File: src/rtl/stage_fetch_queue.sv
`default_nettype none
// ============================================================================
// Module   : stage_fetch_queue
// Purpose  : Instruction fetch stage with a small in-order instruction queue.
//            Decouples PC generation from decode: requests go out on a
//            valid/ready channel, responses come back in order with any
//            latency, and completed instructions leave through a ready/valid
//            handshake. A redirect flushes the queue and discards the
//            responses still owed for requests issued before it.
// Ports    : clk_i / rst_ni                      clock, async active-low reset
//            branch_taken_i, new_pc_i            redirect request and target
//            imem_req_valid_o/_ready_i/_addr_o   request channel
//            imem_resp_valid_i, imem_resp_data_i in-order response channel
//            out_valid_o/_ready_i, out_pc_o,
//            out_instruction_o                   decode-side channel
// Revision : 1.0 - initial release
// ============================================================================
module stage_fetch_queue #(
  parameter int              XLEN         = 32,
  parameter logic [XLEN-1:0] RESET_PC     = '0,
  parameter int              DEPTH        = 4,
  parameter int              MAX_INFLIGHT = 2,
  parameter int              ADDR_WORD    = 1
) (
  input  logic            clk_i,
  input  logic            rst_ni,
  input  logic            branch_taken_i,
  input  logic [XLEN-1:0] new_pc_i,
  output logic            imem_req_valid_o,
  input  logic            imem_req_ready_i,
  output logic [XLEN-1:0] imem_req_addr_o,
  input  logic            imem_resp_valid_i,
  input  logic [XLEN-1:0] imem_resp_data_i,
  output logic            out_valid_o,
  input  logic            out_ready_i,
  output logic [XLEN-1:0] out_pc_o,
  output logic [XLEN-1:0] out_instruction_o
);

  localparam int PTR_W = (DEPTH > 1) ? $clog2(DEPTH) : 1;
  localparam int CNT_W = $clog2(DEPTH + 1);
  localparam int INF_W = $clog2(MAX_INFLIGHT + 1);

  // Queue storage
  logic [XLEN-1:0]  pc_q     [DEPTH];
  logic [XLEN-1:0]  pc_d     [DEPTH];
  logic [XLEN-1:0]  instr_q  [DEPTH];
  logic [XLEN-1:0]  instr_d  [DEPTH];
  logic [DEPTH-1:0] filled_q, filled_d;

  // head: oldest entry, tail: next to allocate, fill: oldest unfilled entry
  logic [PTR_W-1:0] head_q, head_d;
  logic [PTR_W-1:0] tail_q, tail_d;
  logic [PTR_W-1:0] fill_q, fill_d;
  logic [CNT_W-1:0] alloc_q, alloc_d;
  logic [INF_W-1:0] inflight_q, inflight_d;
  logic [INF_W-1:0] drop_q, drop_d;
  logic [XLEN-1:0]  fetch_pc_q, fetch_pc_d;

  logic req_fire, pop_fire;

  // Valid is gated by reset so nothing is offered while the stage is held.
  // The remaining terms can only fall through this block's own handshake,
  // so once raised the request stays up until accepted or redirected.
  assign imem_req_valid_o = rst_ni && !branch_taken_i
                          && (alloc_q < CNT_W'(DEPTH))
                          && (inflight_q < INF_W'(MAX_INFLIGHT));
  assign req_fire = imem_req_valid_o && imem_req_ready_i;

  assign out_valid_o       = filled_q[head_q];
  assign pop_fire          = out_valid_o && out_ready_i;
  assign out_pc_o          = out_valid_o ? pc_q[head_q]    : '0;
  assign out_instruction_o = out_valid_o ? instr_q[head_q] : '0;

  generate
    if (ADDR_WORD != 0) begin : g_word_addr
      assign imem_req_addr_o = {2'b00, fetch_pc_q[XLEN-1:2]};
    end else begin : g_byte_addr
      assign imem_req_addr_o = fetch_pc_q;
    end
  endgenerate

  always_comb begin
    pc_d       = pc_q;
    instr_d    = instr_q;
    filled_d   = filled_q;
    head_d     = head_q;
    tail_d     = tail_q;
    fill_d     = fill_q;
    alloc_d    = alloc_q;
    inflight_d = inflight_q;
    drop_d     = drop_q;
    fetch_pc_d = fetch_pc_q;

    if (branch_taken_i) begin
      // Every response still owed after this cycle belongs to the old path.
      // A response arriving this cycle is consumed here and discarded.
      filled_d   = '0;
      head_d     = '0;
      tail_d     = '0;
      fill_d     = '0;
      alloc_d    = '0;
      fetch_pc_d = {new_pc_i[XLEN-1:2], 2'b00};
      inflight_d = inflight_q - INF_W'(imem_resp_valid_i);
      drop_d     = inflight_q - INF_W'(imem_resp_valid_i);
    end else begin
      if (req_fire) begin
        pc_d[tail_q]     = fetch_pc_q;
        filled_d[tail_q] = 1'b0;
        tail_d           = tail_q + PTR_W'(1);
        fetch_pc_d       = fetch_pc_q + XLEN'(4);
      end
      if (imem_resp_valid_i) begin
        if (drop_q != '0) begin
          drop_d = drop_q - INF_W'(1);
        end else begin
          instr_d[fill_q]  = imem_resp_data_i;
          filled_d[fill_q] = 1'b1;
          fill_d           = fill_q + PTR_W'(1);
        end
      end
      // The popped entry is always filled, so it never collides with the
      // fill or tail slot touched above.
      if (pop_fire) begin
        filled_d[head_q] = 1'b0;
        head_d           = head_q + PTR_W'(1);
      end
      alloc_d    = alloc_q + CNT_W'(req_fire) - CNT_W'(pop_fire);
      inflight_d = inflight_q + INF_W'(req_fire) - INF_W'(imem_resp_valid_i);
    end
  end

  always_ff @(posedge clk_i or negedge rst_ni) begin
    if (!rst_ni) begin
      for (int i = 0; i < DEPTH; i++) begin
        pc_q[i]    <= '0;
        instr_q[i] <= '0;
      end
      filled_q   <= '0;
      head_q     <= '0;
      tail_q     <= '0;
      fill_q     <= '0;
      alloc_q    <= '0;
      inflight_q <= '0;
      drop_q     <= '0;
      fetch_pc_q <= RESET_PC;
    end else begin
      pc_q       <= pc_d;
      instr_q    <= instr_d;
      filled_q   <= filled_d;
      head_q     <= head_d;
      tail_q     <= tail_d;
      fill_q     <= fill_d;
      alloc_q    <= alloc_d;
      inflight_q <= inflight_d;
      drop_q     <= drop_d;
      fetch_pc_q <= fetch_pc_d;
    end
  end

  // A response with nothing outstanding means the memory broke the protocol.
  a_resp_has_request : assert property (
    @(posedge clk_i) disable iff (!rst_ni) imem_resp_valid_i |-> (inflight_q != '0)
  );

endmodule
`default_nettype wire

File: config.mk
export PLATFORM = sky130hd
export DESIGN_NAME = stage_fetch_queue
export DESIGN_NICKNAME = d
export VERILOG_FILES = /design/src/rtl/stage_fetch_queue.sv
export SDC_FILE = /design/constraint.sdc
export NUM_CORES = 1
export LEC_CHECK = 0
export BUFFER_PORTS_ARGS = -buffer_cell sky130_fd_sc_hd__buf_2
export CAP_MARGIN = 25
export CORE_MARGIN = 2
export CORE_UTILIZATION = 50
export CTS_CLUSTER_SIZE = 16
export DETAILED_ROUTE_END_ITERATION = 16
export PLACE_DENSITY = 0.84
export SETUP_SLACK_MARGIN = 0.1
export SYNTH_ARGS = -nofsm -noshare
export SYNTH_HDL_FRONTEND = slang
export SYNTH_SLANG_ARGS = --single-unit
File: constraint.sdc
create_clock -name clk_i -period 2.5 [get_ports clk_i]
set_input_delay 0.625 -clock clk_i [delete_from_list [all_inputs] [get_ports clk_i]]
set_output_delay 0.625 -clock clk_i [all_outputs]
set_load 0.1 [all_outputs]
After elaboration in Yosys (flattened, before gate mapping)
Index checks and enable logic that the tools add are counted.

storage, ports and cells
  register bits = 305
  bits in latches = 0
  memory bits (writable) = 0
  bits in read-only memories = 0
  input bits = 70
  output and inout port bits = 98
  word-level logic and storage cells = 113
  memories = 0

cells by class
  $add $sub $neg = 10
  multiply operators = 0
  div/mod/pow operators = 0
  order comparisons = 13
  eq/ne operators = 1
  shift operators = 0
  mux-type cells = 43
  bitwise operators = 10
  reductions and logical operators = 20

operator list
  cell                                                         count
  2-to-1 mux 32 bit                                            10
  bitwise mux 128 bit                                          2
  binary-select mux 32 bit (select 2 bit)                      2
  demux 32 bit (select 2 bit)                                  2
  adder 32 x 3 -> 32 bit (second input constant)               1
  2-to-1 mux 4 bit                                             7
  2-to-1 mux 2 bit                                             11
  logical AND 1 bit                                            10
  nonzero test 2 bit                                           5
  >= comparator 3 bit (second input constant)                  3
  less-than comparator 2 x 3 -> 1 bit (second input constant)  3
  inverter 2 -> 3 bit                                          3
  AND 4 bit                                                    2
  inverter 4 bit                                               2
  adder 2 x 1 -> 2 bit (second input constant)                 3
  demux 1 bit (select 2 bit)                                   3
  >= comparator 2 x 1 -> 1 bit (second input constant)         3
  less-than comparator 3 x 1 -> 1 bit (second input constant)  2
  AND reduction 2 bit                                          3
  2-to-1 mux 1 bit                                             4
  OR 4 bit                                                     1
  subtractor 2 x 1 -> 2 bit                                    2
  adder 3 x 1 -> 3 bit                                         1
  less-than comparator 3 bit (second input constant)           1
  other kinds (10)                                             11

Longest topological paths before layout
Gate-level depths: netlist of run 1.

  depth after elaboration = 15
  mapped depth = 12
  gate-level depth less buffers = 10

Least setup slack after synthesis of run 1
OpenSTA, ideal clock, no wires.

  path kind = input port to flip-flop
  start = in branch_taken_i
  end = reg alloc_q[2]
  setup time = 0.132 ns
  arrival = 3.529 ns
  data required time = 2.368 ns
  path slack = -1.160 ns
  stages = 12
  buffers on the path = 2
  path through = nor4b_4 > and2_1 > buf_6 > inv_2 > clkbuf_1 > ha_1 > inv_1 > ha_1 > inv_1 > fa_1 > xnor2_1 > nor2_1

between the ends
  cells in the longest elaborated chain, start to end = 8

RTL lines
  what                       RTL line  source
  start, declared            27        input logic branch_taken_i,
  logical NOT 1 bit          65        assign imem_req_valid_o = rst_ni && !branch_taken_i
  logical AND 1 bit          65
  logical AND 1 bit          66        && (alloc_q < CNT_W'(DEPTH))
  logical AND 1 bit          67        && (inflight_q < INF_W'(MAX_INFLIGHT));
  logical AND 1 bit          68        assign req_fire = imem_req_valid_o && imem_req_ready_i;
  adder 3 x 1 -> 3 bit       128       alloc_d = alloc_q + CNT_W'(req_fire) - CNT_W'(pop_fire);
  subtractor 3 x 1 -> 3 bit  128
  2-to-1 mux 3 bit (*)       95        if (branch_taken_i) begin
  via alloc_d[2]             55        logic [CNT_W-1:0] alloc_q, alloc_d;
  end signal, assigned       154       alloc_q <= alloc_d;
  end, declared              55

Mark *: on every way through the listed nets, which the timed path passes. The rest lies on a longest branch.
A chain may end at the register's enable or synchronous reset.

Worst setup path in the final report of run 1
  start = reg head_q[0]
  end = out out_pc_o[30]

between the ends
  cells in the longest elaborated chain, start to end = 5
  elaborated cells between the ends (all ways) = 7
  classes of those cells = 6 x mux; 1 x bitwise

RTL lines
  what                                                  RTL line  source
  start, declared                                       52        logic [PTR_W-1:0] head_q, head_d;
  start signal, assigned                                140       head_q <= '0;
  start signal, assigned                                151       head_q <= head_d;
  inverter 2 -> 3 bit (implied by the code)             72        assign out_pc_o = out_valid_o ? pc_q[head_q] : '0;
  binary-select mux 32 bit (select 2 bit)               72
  2-to-1 mux 32 bit (implied by the code) (2 in a row)  72
  2-to-1 mux 32 bit (*)                                 72
  end, declared                                         36        output logic [XLEN-1:0] out_pc_o,

Every way passes the cells marked *; elsewhere a longest branch is shown, timed or not. The select of a mux whose other input is x is not followed.

==> results by group, run 1 <==
Floorplan
  • Core Area: 27100 sq um
  • Initial Util: 51.2%
  • Die width: 171 um
  • Die area: 29100 sq um
  • IO Count: 168
  • Row count: 60
  • Die Y: 171 um

Placed design
  • IO buf count: 161
  • Inst Count DP: 1534
  • Placed Area: 16600 sq um
  • RePlAce Congestion: 0.815
  • Pre-CTS WS: 0.0812 ns
  • Post-DP HPWL: 21000 um

STA
  • Post-layout min period: 2.88 ns
  • Slew headroom: 41.5%
  • Max Slew Vio Count: 0
  • Final setup violation count: 65
  • Final period util: 115%
  • Fmax: 0.347 GHz
  • Skew final: 0.0159 ns
  • Worst Max-Slew Pin Slew: 0.877 ns
  • RSZ-0062 raised after global routing: true
  • Final TNS setup: -19.68 ns
  • Hold Violations, Final: 0
  • Final setup margin: -0.379 ns
  • Hold_ws: 0.149 ns

Power and ir drop
  • Total Power: 17.2 mW
  • Pwr Density: 934 nW/um^2
  • P_leak: 8.57 nW
  • VDD IR max: 0.738 mV

Finish
  • Filler cells: 1781
  • Final Util: 67.9%
  • Proportion of layout cells with a drive suffix above 1: 54.3%
  • Area grow syn2layout: 32.6%
  • Post-Layout Cell Count: 1611
  • Layout Nets: 1310
  • Final Cell Area: 18400 sq um

Logic synthesis
  • Synth async-reset ratio: 100%
  • Gate count of the mapped netlist: 1013
  • Syn Std Cell Area: 13900 sq um
  • #FFs+latches synth: 295
  • Seq/Total Area, Yosys: 53.2%
  • Post-synthesis adder-cell area fraction: 1.86%
  • Post-Syn Area per Cell: 13.7 sq um
  • Post-synth EDFFs: 0
  • Largest family of logic cells by synthesized area: multiplexers
  • YS warnings: 0
  • Mux cell area share after synthesis: 29.4%
  • Compound-Gate Fraction of Synth Area: 4.20%
  • Count of different cell masters after synthesis: 50
  • Top_reg_cell synth: dfrtp_1
  • XOR/XNOR Fraction of Synth Area: 0.505%
  • Post-synthesis simple-gate area fraction: 7.91%

Run status
  • Failing checks: negative setup slack
  • Status: finished with violations

Setup path
  • CP Data Required Time: 1.88 ns
  • WP buf/inv: 3
  • Crit path depth: 5
  • Arrival @ worst endpoint: 2.25 ns
  • Crit end category: primary output
  • Slowest stage delay, CP: 0.55 ns
  • FF-to-FF path depth: 11
  • Crit start category: flip-flop
  • Top delay family on crit path: multiplexers
  • Cell-by-cell trace of the critical path: buf_6 > buf_12 > mux4_2 > nor2b_4 > buf_12
  • CP max-delay cell: mux4_2
  • CP max FO: 7
  • Crit-path most repeated cell: buf_12
  • Critical path type: flip-flop to primary output

Global routing
  • Number of global-route vias before repair: 9993
  • First-pass GRT wire length: 54500 um
  • Total GRT Usage: 24.0%
  • Initial antenna violation count: 1
  • Largest net degree at the start of global routing: 162
  • Total grt overflow: 0

Routing
  • Vias: 9310
  • Avg Vias per Cell: 5.78
  • Count of TritonRoute iterations in the first routing pass: 6
  • WL final: 35100 um
  • First DRT Iteration DRCs: 650
  • DRT antenna net count: 0
  • WL/cell: 21.8 um
  • Post-route DRC violation count: 0

Clock tree
  • TritonCTS Buffers: 31
  • Clk sinks: 295
  • Clk_lat worst skew: 0.55 ns
  • Clock Path Buffers: 3
  • H-tree Lvls: 1
  • Post-CTS Hold Fix Bufs: 0
  • CTS tree: built
  • Clock Pin Slew Worst Setup and Hold Paths: 0.06 ns
  • Root Buffer: clkbuf_16

Job
  • Max-cap violations: 0

Worst hold path
  • Worst Hold Class: primary input to async pin
==> cell families (layout without fill, tap and decap cells) <==
family                     Yosys count  in the layout
xor gates and xnor gates             8              8
muxes                              301            301
buffers and inverters               92            314
and+or+nand+nor                    206            206
AOI/OAI and AO/OA                   90             90
adders and majority gates           20             20
other                                1              5
DFF                                295            295
==> layer usage <==
layer / vias up / part of all wire, % / track usage, % / routed length (um)
li1: 4107 / - / - / -
met4: 0 / 2.8 / 8.47 / 990
met5: - / 0 / 0 / 0
met3: 83 / 4.9 / 4.40 / 1720
met1: 4836 / 40 / 30.3 / 14000
met2: 284 / 52 / 41.7 / 18300
==> synthesized netlist by cell type, types with 5 or more instances <==
master | instances | area share, %
o311ai_0 | 11 | 0.69
o211ai_1 | 11 | 0.59
nand3_1 | 20 | 0.72
nand2_1 | 61 | 1.6
nand4_1 | 10 | 0.45
buf_4 | 5 | 0.27
mux2_2 | 235 | 19
nor2b_1 | 63 | 2.8
dfrtp_1 | 295 | 53
a21oi_1 | 10 | 0.36
o21ai_0 | 36 | 1.3
clkbuf_1 | 23 | 0.62
buf_1 | 18 | 0.49
nor2_1 | 22 | 0.59
and3_1 | 8 | 0.36
buf_2 | 23 | 0.83
inv_1 | 19 | 0.51
xnor2_1 | 6 | 0.38
mux4_2 | 62 | 10
a31oi_1 | 5 | 0.23
ha_1 | 19 | 1.7
==> layout by cell type, fill, tap and decap left out, types with 5 or more instances in the layout <==
cell,netlist,routed
dfrtp_1,295,293
mux2_2,235,234
buf_2,23,96
buf_12,0,82
mux4_2,62,62
nor2b_4,0,62
nand2_1,61,61
buf_4,5,39
clkbuf_16,0,33
o21ai_0,36,31
nor2_1,22,21
nand3_1,20,20
ha_1,19,17
inv_1,19,16
buf_6,1,13
o211ai_1,11,11
a21oi_1,10,10
nand4_1,10,10
and3_1,8,8
o311ai_0,11,7
clkbuf_8,0,7
clkbuf_1,23,6
xnor2_1,6,5
o21ai_1,0,5
a31oi_1,5,5
buf_16,0,5
buf_8,0,5
==> sequential cells by signal (all words and copies together), names as in the netlist <==
name and count:
fill_q 2, head_q 2, pc_q 120, filled_q 4, fetch_pc_q 30, tail_q 2, instr_q 128, drop_q 2
inflight_q 2, alloc_q 3
==> repair_timing <==
item                       CTS  global route
gates cloned                 6             2
setup endpoints to repair   63            65
setup buffers               14             5
pin swaps                    0             3
resized for setup          120            19
hold endpoints to repair     0             0
==> power breakdown <==
part	total, mW	switching (mW)	internal [mW]
logic	6.23	3.16	3.07
clock network	4.37	1.81	2.56
registers	6.59	0.687	5.91
==> final timing paths <==
path | start | endpoint | slack [ns]
setup / recovery | head_q[0] | out_pc_o[30] | -0.38
hold / removal | rst_ni | fetch_pc_q[9] | 0.15
setup reg to reg | head_q[1] | alloc_q[1] | -0.02
hold reg to reg | pc_q[38] | pc_q[38] | 0.48
max in group asynchronous | rst_ni | instr_q[105] | 0.99
min in group clk_i | new_pc_i[22] | fetch_pc_q[22] | 0.29
==> layout make-up <==
cell class | instances | area [sq um] | area share (%)
antenna | 1 | 2.50 | 0.0136
clock buffer | 44 | 895 | 4.86
clock inverter | 7 | 66.3 | 0.360
inverter | 20 | 86.3 | 0.469
multi-input combinational | 629 | 6650 | 36.1
sequential | 295 | 7390 | 40.1
tap | 372 | 465 | 2.53
timing repair buffer | 243 | 2860 | 15.5
Power figures use the tool's default switching activity.
==> run 2: changes to the inputs <==
- ABC_AREA: default -> 1
==> run 2 against run 1 <==
  * The flow still finishes with violations (negative setup slack)
  * Clock-buffer cell count grew 2
  * Non-clock buffer count fell by 33
  * Critical path depth rose by 4
  * Sequential power increased by 3.6%
  * Synthesized area rose by 4.7%
  * Maximum frequency grew 2.6%
  * Synthesized cell count up 81%
  * Final cell count increased by 47%
  * Via count increased by 47%
  * Total power increased by 27%
  * Critical path type unchanged
==> results by group, run 2 <==
Worst hold path
  • Worst Hold Class: primary input to flip-flop (was primary input to async pin)
  • Hold Path Sink: fetch_pc_q[16]
  • Min-delay src: new_pc_i[16]
  • Worst Hold Depth: 3

Finish
  • Register with the most flip-flops: instr_q (unchanged)
  • Most frequent cells in the layout: 453 x nand2_1, 316 x o21ai_0, 293 x dfrtp_1, 174 x nor2_1, 111 x inv_1 (was 293 x dfrtp_1, 234 x mux2_2, 96 x buf_2, 82 x buf_12)
  • Proportion of layout cells with a drive suffix above 1: 20.9% (was 54.3%)
  • Filler cells: 2091 (was 1781)
  • Max reg flops: 128 (unchanged)
  • Area grow syn2layout: 27.3% (was 32.6%)
  • Layout Nets: 2055 (was 1310)
  • Most common cell after layout, fill and taps aside: nand2_1 (was dfrtp_1)
  • Post-Layout Cell Count: 2373 (was 1611)
  • Final Cell Area: 18500 sq um (was 18400 sq um)
  • Register area: 7390 sq um (unchanged)
  • Final Util: 64.6% (was 67.9%)
  • Multi-input combinational cell area: 6210 sq um (was 6650 sq um)
  • Number of diodes: 0 (was 1)
  • Top flop regs: instr_q x128, pc_q x120, fetch_pc_q x30 (unchanged)

Logic synthesis
  • Post-synthesis simple-gate area fraction: 20.6% (was 7.91%)
  • Post-synth top area cell: dfrtp_1 (unchanged)
  • Top_reg_cell synth: dfrtp_1 (unchanged)
  • XOR/XNOR Fraction of Synth Area: 0.482% (was 0.505%)
  • Mux cell area share after synthesis: 0% (was 29.4%)
  • Post-synth EDFFs: 0 (unchanged)
  • Count of different cell masters after synthesis: 37 (was 50)
  • Largest family of logic cells by synthesized area: simple AND/OR/NAND/NOR gates (was multiplexers)
  • Most frequent cell after synthesis: nand2_1 (was dfrtp_1)
  • Seq/Total Area, Yosys: 50.8% (was 53.2%)
  • #FFs+latches synth: 295 (unchanged)
  • Post-synthesis adder-cell area fraction: 1.77% (was 1.86%)
  • Syn Std Cell Area: 14500 sq um (was 13900 sq um)
  • Synth top area share: 50.8% (was 53.2%)
  • Compound-Gate Fraction of Synth Area: 17.3% (was 4.20%)
  • Post-Syn Area per Cell: 7.92 sq um (was 13.7 sq um)
  • Synth async-reset ratio: 100% (unchanged)
  • Gate count of the mapped netlist: 1834 (was 1013)
  • Synth area leaders: dfrtp_1 51%, nand2_1 13%, o21ai_0 12% (was dfrtp_1 53%, mux2_2 19%, mux4_2 10%)
  • YS warnings: 0 (unchanged)
  • Synth top cells by count: 497 x nand2_1, 335 x o21ai_0, 295 x dfrtp_1 (was 295 x dfrtp_1, 235 x mux2_2, 63 x nor2b_1)

Floorplan
  • Die Y: 174 um (was 171 um)
  • Row count: 62 (was 60)
  • Core Area: 28600 sq um (was 27100 sq um)
  • Die area: 30400 sq um (was 29100 sq um)
  • Die width: 174 um (was 171 um)
  • Initial Util: 50.8% (was 51.2%)
  • IO Count: 168 (unchanged)

STA
  • Final setup violation count: 65 (unchanged)
  • Post-layout min period: 2.81 ns (was 2.88 ns)
  • RSZ-0062 raised after global routing: true (unchanged)
  • Hold Violations, Final: 0 (unchanged)
  • Final period util: 112% (was 115%)
  • Slew headroom: 40.4% (was 41.5%)
  • Skew final: 0.0144 ns (was 0.0159 ns)
  • Fmax: 0.356 GHz (was 0.347 GHz)
  • Max Slew Vio Count: 0 (unchanged)
  • Final setup margin: -0.305 ns (was -0.379 ns)
  • Worst Max-Slew Pin Slew: 0.894 ns (was 0.877 ns)

Clock tree
  • TritonCTS Buffers: 31 (unchanged)
  • H-tree Lvls: 1 (unchanged)
  • Root Buffer: clkbuf_16 (unchanged)
  • CTS tree: built (unchanged)
  • Post-CTS Hold Fix Bufs: 0 (unchanged)
  • Clock Pin Slew Worst Setup and Hold Paths: 0.06 ns (about the same)
  • Clock Path Buffers: 3 (unchanged)
  • Clk_lat worst skew: 0.56 ns (was 0.55 ns)
  • Clk sinks: 295 (unchanged)

Setup path
  • FF-to-FF path depth: 14 (was 11)
  • Crit end category: primary output (unchanged)
  • Terminus of the critical flop-to-flop path: alloc_q[1] (unchanged)
  • RR Startpoint: head_q[0] (was head_q[1])
  • Crit start category: flip-flop (unchanged)
  • Arrival @ worst endpoint: 2.18 ns (was 2.25 ns)
  • Critical path type: flip-flop to primary output (unchanged)
  • CP Data Required Time: 1.88 ns (about the same)
  • R2R setup slack: -0.11 ns (was -0.02 ns)
  • CP max FO: 8 (was 7)

Job
  • Max-cap violations: 0 (unchanged)

Placed design
  • Placed Area: 16600 sq um (about the same)
  • RePlAce Congestion: 0.978 (was 0.815)
  • IO buf count: 161 (unchanged)
  • Inst Count DP: 2296 (was 1534)
  • Post-DP HPWL: 24100 um (was 21000 um)
  • Pre-CTS WS: 0.103 ns (was 0.0812 ns)

Power and ir drop
  • VDD IR max: 0.716 mV (was 0.738 mV)
  • P_leak: 9.26 nW (was 8.57 nW)
  • Switching Fraction: 42.6% (was 32.9%)
  • Net Switching: 9.29 mW (was 5.66 mW)
  • Pwr Density: 1180 nW/um^2 (was 934 nW/um^2)
  • Clock Power Share: 23.3% (was 25.4%)
  • Combinational Power Share: 45.3% (was 36.2%)
  • Part of the power in registers: 31.4% (was 38.4%)
  • Int Power: 12.5 mW (was 11.5 mW)

Routing
  • Post-route DRC violation count: 0 (unchanged)
  • DRT antenna net count: 0 (unchanged)
  • First DRT Iteration DRCs: 1545 (was 650)
  • WL/cell: 18.0 um (was 21.8 um)
  • Vias: 13708 (was 9310)
  • Avg Vias per Cell: 5.78 (about the same)
  • Count of TritonRoute iterations in the first routing pass: 5 (was 6)
  • WL final: 42800 um (was 35100 um)

Global routing
  • Number of global-route vias before repair: 13325 (was 9993)
  • Initial antenna violation count: 0 (was 1)
  • Largest net degree at the start of global routing: 165 (was 162)
  • First-pass GRT wire length: 66500 um (was 54500 um)
  • Total grt overflow: 0 (unchanged)
  • Total GRT Usage: 26.7% (was 24.0%)

Run status
  • Failing checks: negative setup slack (unchanged)
  • Status: finished with violations (unchanged)
==> run 2: cell types whose count changed in the layout (fill, tap and decap cells not counted), moves of 22 or more <==
| cell | before | now |
|---|---|---|
| mux2_2 | 234 | 0 |
| o21ai_0 | 31 | 316 |
| buf_4 | 39 | 17 |
| o21ai_1 | 5 | 84 |
| nor2b_4 | 62 | 0 |
| inv_2 | 2 | 44 |
| inv_1 | 16 | 111 |
| nor2_1 | 21 | 174 |
| nand2_4 | 0 | 28 |
| mux4_2 | 62 | 0 |
| nand2_1 | 61 | 453 |
| o22ai_1 | 0 | 47 |
==> run 2: cell type report <==
class,count,share of cell area [%]
Clock buffer,46,4.98
Clock inverter,11,1.15
Multi-Input combinational cell,1252,33.6
Sequential cell,295,39.9
Inverter,175,3.96
Tap cell,384,2.60
Timing Repair Buffer,210,13.8
==> run 2: worst max-delay path by stage <==
stage,from,end,slack [ns],cells past startpoint
global placement,head_q[0],alloc_q[2],0.13,13
floorplan,branch_taken_i,imem_req_valid_o,-0.03,3
detailed placement,head_q[0],alloc_q[2],0.10,13
global route,head_q[0],out_instruction_o[8],-0.36,7
CTS,head_q[0],out_instruction_o[16],-0.26,9
finish,head_q[0],out_instruction_o[14],-0.31,9
==> run 2: worst max-delay path: stages (launching register included) <==
cell and delay (ns):
dfrtp_4 0.53, buf_12 0.17, nand2_4 0.05, nand3_2 0.07
and2_4 0.19, buf_12 0.14, clkbuf_16 0.17, nand2_1 0.09
inv_2 0.05, buf_12 0.15
==> run 2: power by group through the flow <==
| stage | Clock (mW) | Combinational, mW | Sequential (mW) |
|---|---|---|---|
| floorplan | 0 | 5.33 | 7.14 |
| global placement | 0 | 8.22 | 6.75 |
| detailed placement | 0 | 8.44 | 6.82 |
| CTS | 5.08 | 9.09 | 6.77 |
| global route | 5.28 | 10.5 | 6.95 |
| finish | 5.09 | 9.87 | 6.83 |
==> run 2: cell families after synthesis <==
family,Yosys count
AO/OA/AOI/OAI,480
XOR/XNOR,8
other,1
buffers and inverters,290
flip-flops,295
AND/OR/NAND/NOR,740
adder cells (fa/ha/maj),20
==> run 2: through the flow <==
| step | setup TNS, ns | hold WS, ns | power, mW |
|---|---|---|---|
| floorplan | -0.0287 | 0.329 | 12.5 |
| global placement | 0 | 0.452 | 15.0 |
| detailed placement | 0 | 0.468 | 15.3 |
| CTS | -13.50 | 0.274 | 20.9 |
| global route | -18.46 | 0.298 | 22.7 |
| finish | -15.44 | 0.278 | 21.8 |
==> run 2: what timing repair did <==
item	in CTS	in global routing
pin swaps	8	26
buffers inserted	7	4
hold endpoints to repair	0	0
resized for setup	90	100
setup endpoints to repair	64	65
gates cloned	4	5
==> run 2: per-layer routing <==
layer  vias up  share of wire (%)  track usage, %
li1       6179                  -               -
met2       822                 47            44.4
met3       156                9.8            3.98
met4         0                4.1            10.5
met1      6551                 39            35.2
met5         -                  0               0
==> run 3: changes to the inputs <==
- CORE_ASPECT_RATIO: default -> 0.7
==> run 3 against run 2 <==
  * The run still ends with negative setup slack left
  * Highest routed layer is now met5
  * Sequential power about the same
  * Via count fell by 1.8%
  * Setup slack got worse by 0.0074 ns
==> results by group, run 3 (synthesis results as in run 2) <==
Setup path
  • Arrival @ worst endpoint: 2.19 ns (was 2.18 ns)
  • RR Startpoint: head_q[0] (unchanged)
  • R2R setup slack: 0.04 ns (was -0.11 ns)
  • Crit end category: primary output (unchanged)
  • Terminus of the critical flop-to-flop path: alloc_q[2] (was alloc_q[1])
  • Crit start category: flip-flop (unchanged)
  • CP Data Required Time: 1.88 ns (about the same)
  • Critical path type: flip-flop to primary output (unchanged)
  • Slowest stage delay, CP: 0.55 ns (was 0.53 ns)
  • FF-to-FF path depth: 15 (was 14)
  • Cell-by-cell trace of the critical path: buf_4 > clkbuf_16 > nor2_1 > o22ai_2 > nand2_4 > inv_4 > buf_12 (was buf_12 > nand2_4 > nand3_2 > and2_4 > buf_12 > clkbuf_16 > nand2_1 > inv_2 > buf_12)
  • CP max-delay cell: dfrtp_4 (unchanged)
  • CP max FO: 12 (was 8)

Power and ir drop
  • VDD IR max: 0.769 mV (was 0.716 mV)
  • P_leak: 9.25 nW (was 9.26 nW)
  • Pwr Density: 1150 nW/um^2 (was 1180 nW/um^2)
  • Total Power: 21.3 mW (was 21.8 mW)

Global routing
  • First-pass GRT wire length: 66300 um (was 66500 um)
  • Total GRT Usage: 26.5% (was 26.7%)
  • Largest net degree at the start of global routing: 168 (was 165)
  • Total grt overflow: 0 (unchanged)
  • Number of global-route vias before repair: 12933 (was 13325)
  • Initial antenna violation count: 2 (was 0)

Run status
  • Status: finished with violations (unchanged)
  • Failing checks: negative setup slack (unchanged)

Finish
  • Most frequent cells in the layout: 462 x nand2_1, 314 x o21ai_0, 293 x dfrtp_1, 171 x nor2_1, 109 x inv_1 (was 453 x nand2_1, 316 x o21ai_0, 293 x dfrtp_1, 174 x nor2_1, 111 x inv_1)
  • Max reg flops: 128 (unchanged)
  • Layout Nets: 2060 (was 2055)
  • Area grow syn2layout: 27.4% (was 27.3%)
  • Post-Layout Cell Count: 2372 (was 2373)
  • Proportion of layout cells with a drive suffix above 1: 21.4% (was 20.9%)
  • Most common cell after layout, fill and taps aside: nand2_1 (unchanged)
  • Top flop regs: instr_q x128, pc_q x120, fetch_pc_q x30 (unchanged)
  • Register with the most flip-flops: instr_q (unchanged)
  • Final Util: 64.4% (was 64.6%)

Placed design
  • Pre-CTS WS: 0.142 ns (was 0.103 ns)
  • Inst Count DP: 2289 (was 2296)
  • IO buf count: 161 (unchanged)
  • Post-DP HPWL: 24600 um (was 24100 um)
  • RePlAce Congestion: 0.950 (was 0.978)

Floorplan
  • Die Y: 147 um (was 174 um)
  • Die area: 30500 sq um (was 30400 sq um)
  • Core Area: 28800 sq um (was 28600 sq um)
  • IO Count: 168 (unchanged)
  • Die width: 208 um (was 174 um)
  • Initial Util: 50.5% (was 50.8%)
  • Row count: 52 (was 62)

STA
  • Slew headroom: 31.6% (was 40.4%)
  • Final setup margin: -0.313 ns (was -0.305 ns)
  • Final period util: 113% (was 112%)
  • Final setup violation count: 63 (was 65)
  • Skew final: 0.0109 ns (was 0.0144 ns)
  • Post-layout min period: 2.81 ns (about the same)
  • Worst Max-Slew Pin Slew: 1.03 ns (was 0.894 ns)
  • RSZ-0062 raised after global routing: true (unchanged)
  • Max Slew Vio Count: 0 (unchanged)
  • Fmax: 0.356 GHz (about the same)
  • Hold Violations, Final: 0 (unchanged)

Clock tree
  • Clk_lat worst skew: 0.56 ns (about the same)
  • Clk sinks: 295 (unchanged)
  • TritonCTS Buffers: 29 (was 31)
  • CTS tree: built (unchanged)
  • Root Buffer: clkbuf_16 (unchanged)
  • H-tree Lvls: 1 (unchanged)
  • Clock Path Buffers: 3 (unchanged)
  • Post-CTS Hold Fix Bufs: 0 (unchanged)
  • Clock Pin Slew Worst Setup and Hold Paths: 0.07 ns (was 0.06 ns)

Routing
  • Post-route DRC violation count: 0 (unchanged)
  • Count of TritonRoute iterations in the first routing pass: 7 (was 5)
  • Met3 WL post-DR: 4330 um (was 4200 um)
  • DRT antenna net count: 0 (unchanged)
  • WL final: 43000 um (was 42800 um)
  • Avg Vias per Cell: 5.68 (was 5.78)
  • DR top layer: met5 (was met4)
  • WL/cell: 18.1 um (was 18.0 um)
  • Vias: 13466 (was 13708)
  • Routed wl met2: 19400 um (was 20200 um)
  • Met1 wire length: 18300 um (was 16600 um)
  • First DRT Iteration DRCs: 1506 (was 1545)

Worst hold path
  • Worst Hold Class: primary input to async pin (was primary input to flip-flop)

Job
  • Max-cap violations: 0 (unchanged)
[run 3: changes by cell type in the layout (fill, tap and decap cells not counted), sizes merged]
| cell | previous run | this run |
|---|---|---|
| inv | 164 | 165 |
| buf | 205 | 210 |
| clkbuf | 51 | 46 |
| bufinv | 6 | 2 |
| diode | 0 | 1 |
| clkinv | 7 | 14 |
[run 3: repair_timing]
item | in CTS | in global routing
resized for setup | 85 | 111
setup endpoints to repair | 64 | 65
gates cloned | 4 | 12
pin swaps | 3 | 18
setup buffers | 6 | 6
[run 3: worst max-delay path by stage]
| stage | startpoint | to | depth (start not counted) |
|---|---|---|---|
| 4_1_cts | head_q[0] | out_instruction_o[28] | 8 |
| 3_5_place_dp | head_q[0] | alloc_q[2] | 13 |
| 6_report | head_q[0] | out_pc_o[15] | 7 |
| 5_1_grt | head_q[0] | out_instruction_o[8] | 9 |
| 3_3_place_gp | head_q[0] | out_pc_o[30] | 7 |
| 2_1_floorplan | branch_taken_i | imem_req_valid_o | 3 |
[run 3: per-stage QoR]
step	setup TNS, ns	cell area, sq um	hold slack (ns)
CTS	-15.61	17800	0.106
global route	-19.65	18500	0.130
finish	-15.34	18500	0.131
detailed placement	0	16600	0.463
floorplan	-0.0287	14600	0.329
global placement	0	16600	0.459
[run 3: layer usage]
layer,global-route usage [%],vias up
met5,0,-
met4,8.23,2
met3,5.44,97
met2,40.4,733
met1,38.3,6453
li1,-,6181
[run 3: cell type report]
cell class                 instances  area (sq um)
fill                            2305         10200
clock buffer                      39           853
tap                              378           473
inverter                         175           733
sequential                       295          7390
antenna                            1          2.50
multi-input combinational       1252          6230
timing repair buffer             217          2700
clock inverter                    15           136
[run 3: critical path, delay by kind of cell (launching register included)]
kind,cells,cell delay (ns)
and+or+nand+nor,2,0.33
DFF,1,0.55
AOI/OAI and AO/OA,1,0.14
buffers and inverters,4,0.61
[run 3: report_power, final]
group | total [mW] | internal, mW | switching [mW] | leakage (nW)
clock network | 4.52 | 2.60 | 1.92 | 0.503
registers | 6.80 | 6.01 | 0.788 | 3.91
logic | 9.99 | 3.50 | 6.49 | 4.84
total | 21.3 | 12.1 | 9.20 | 9.25
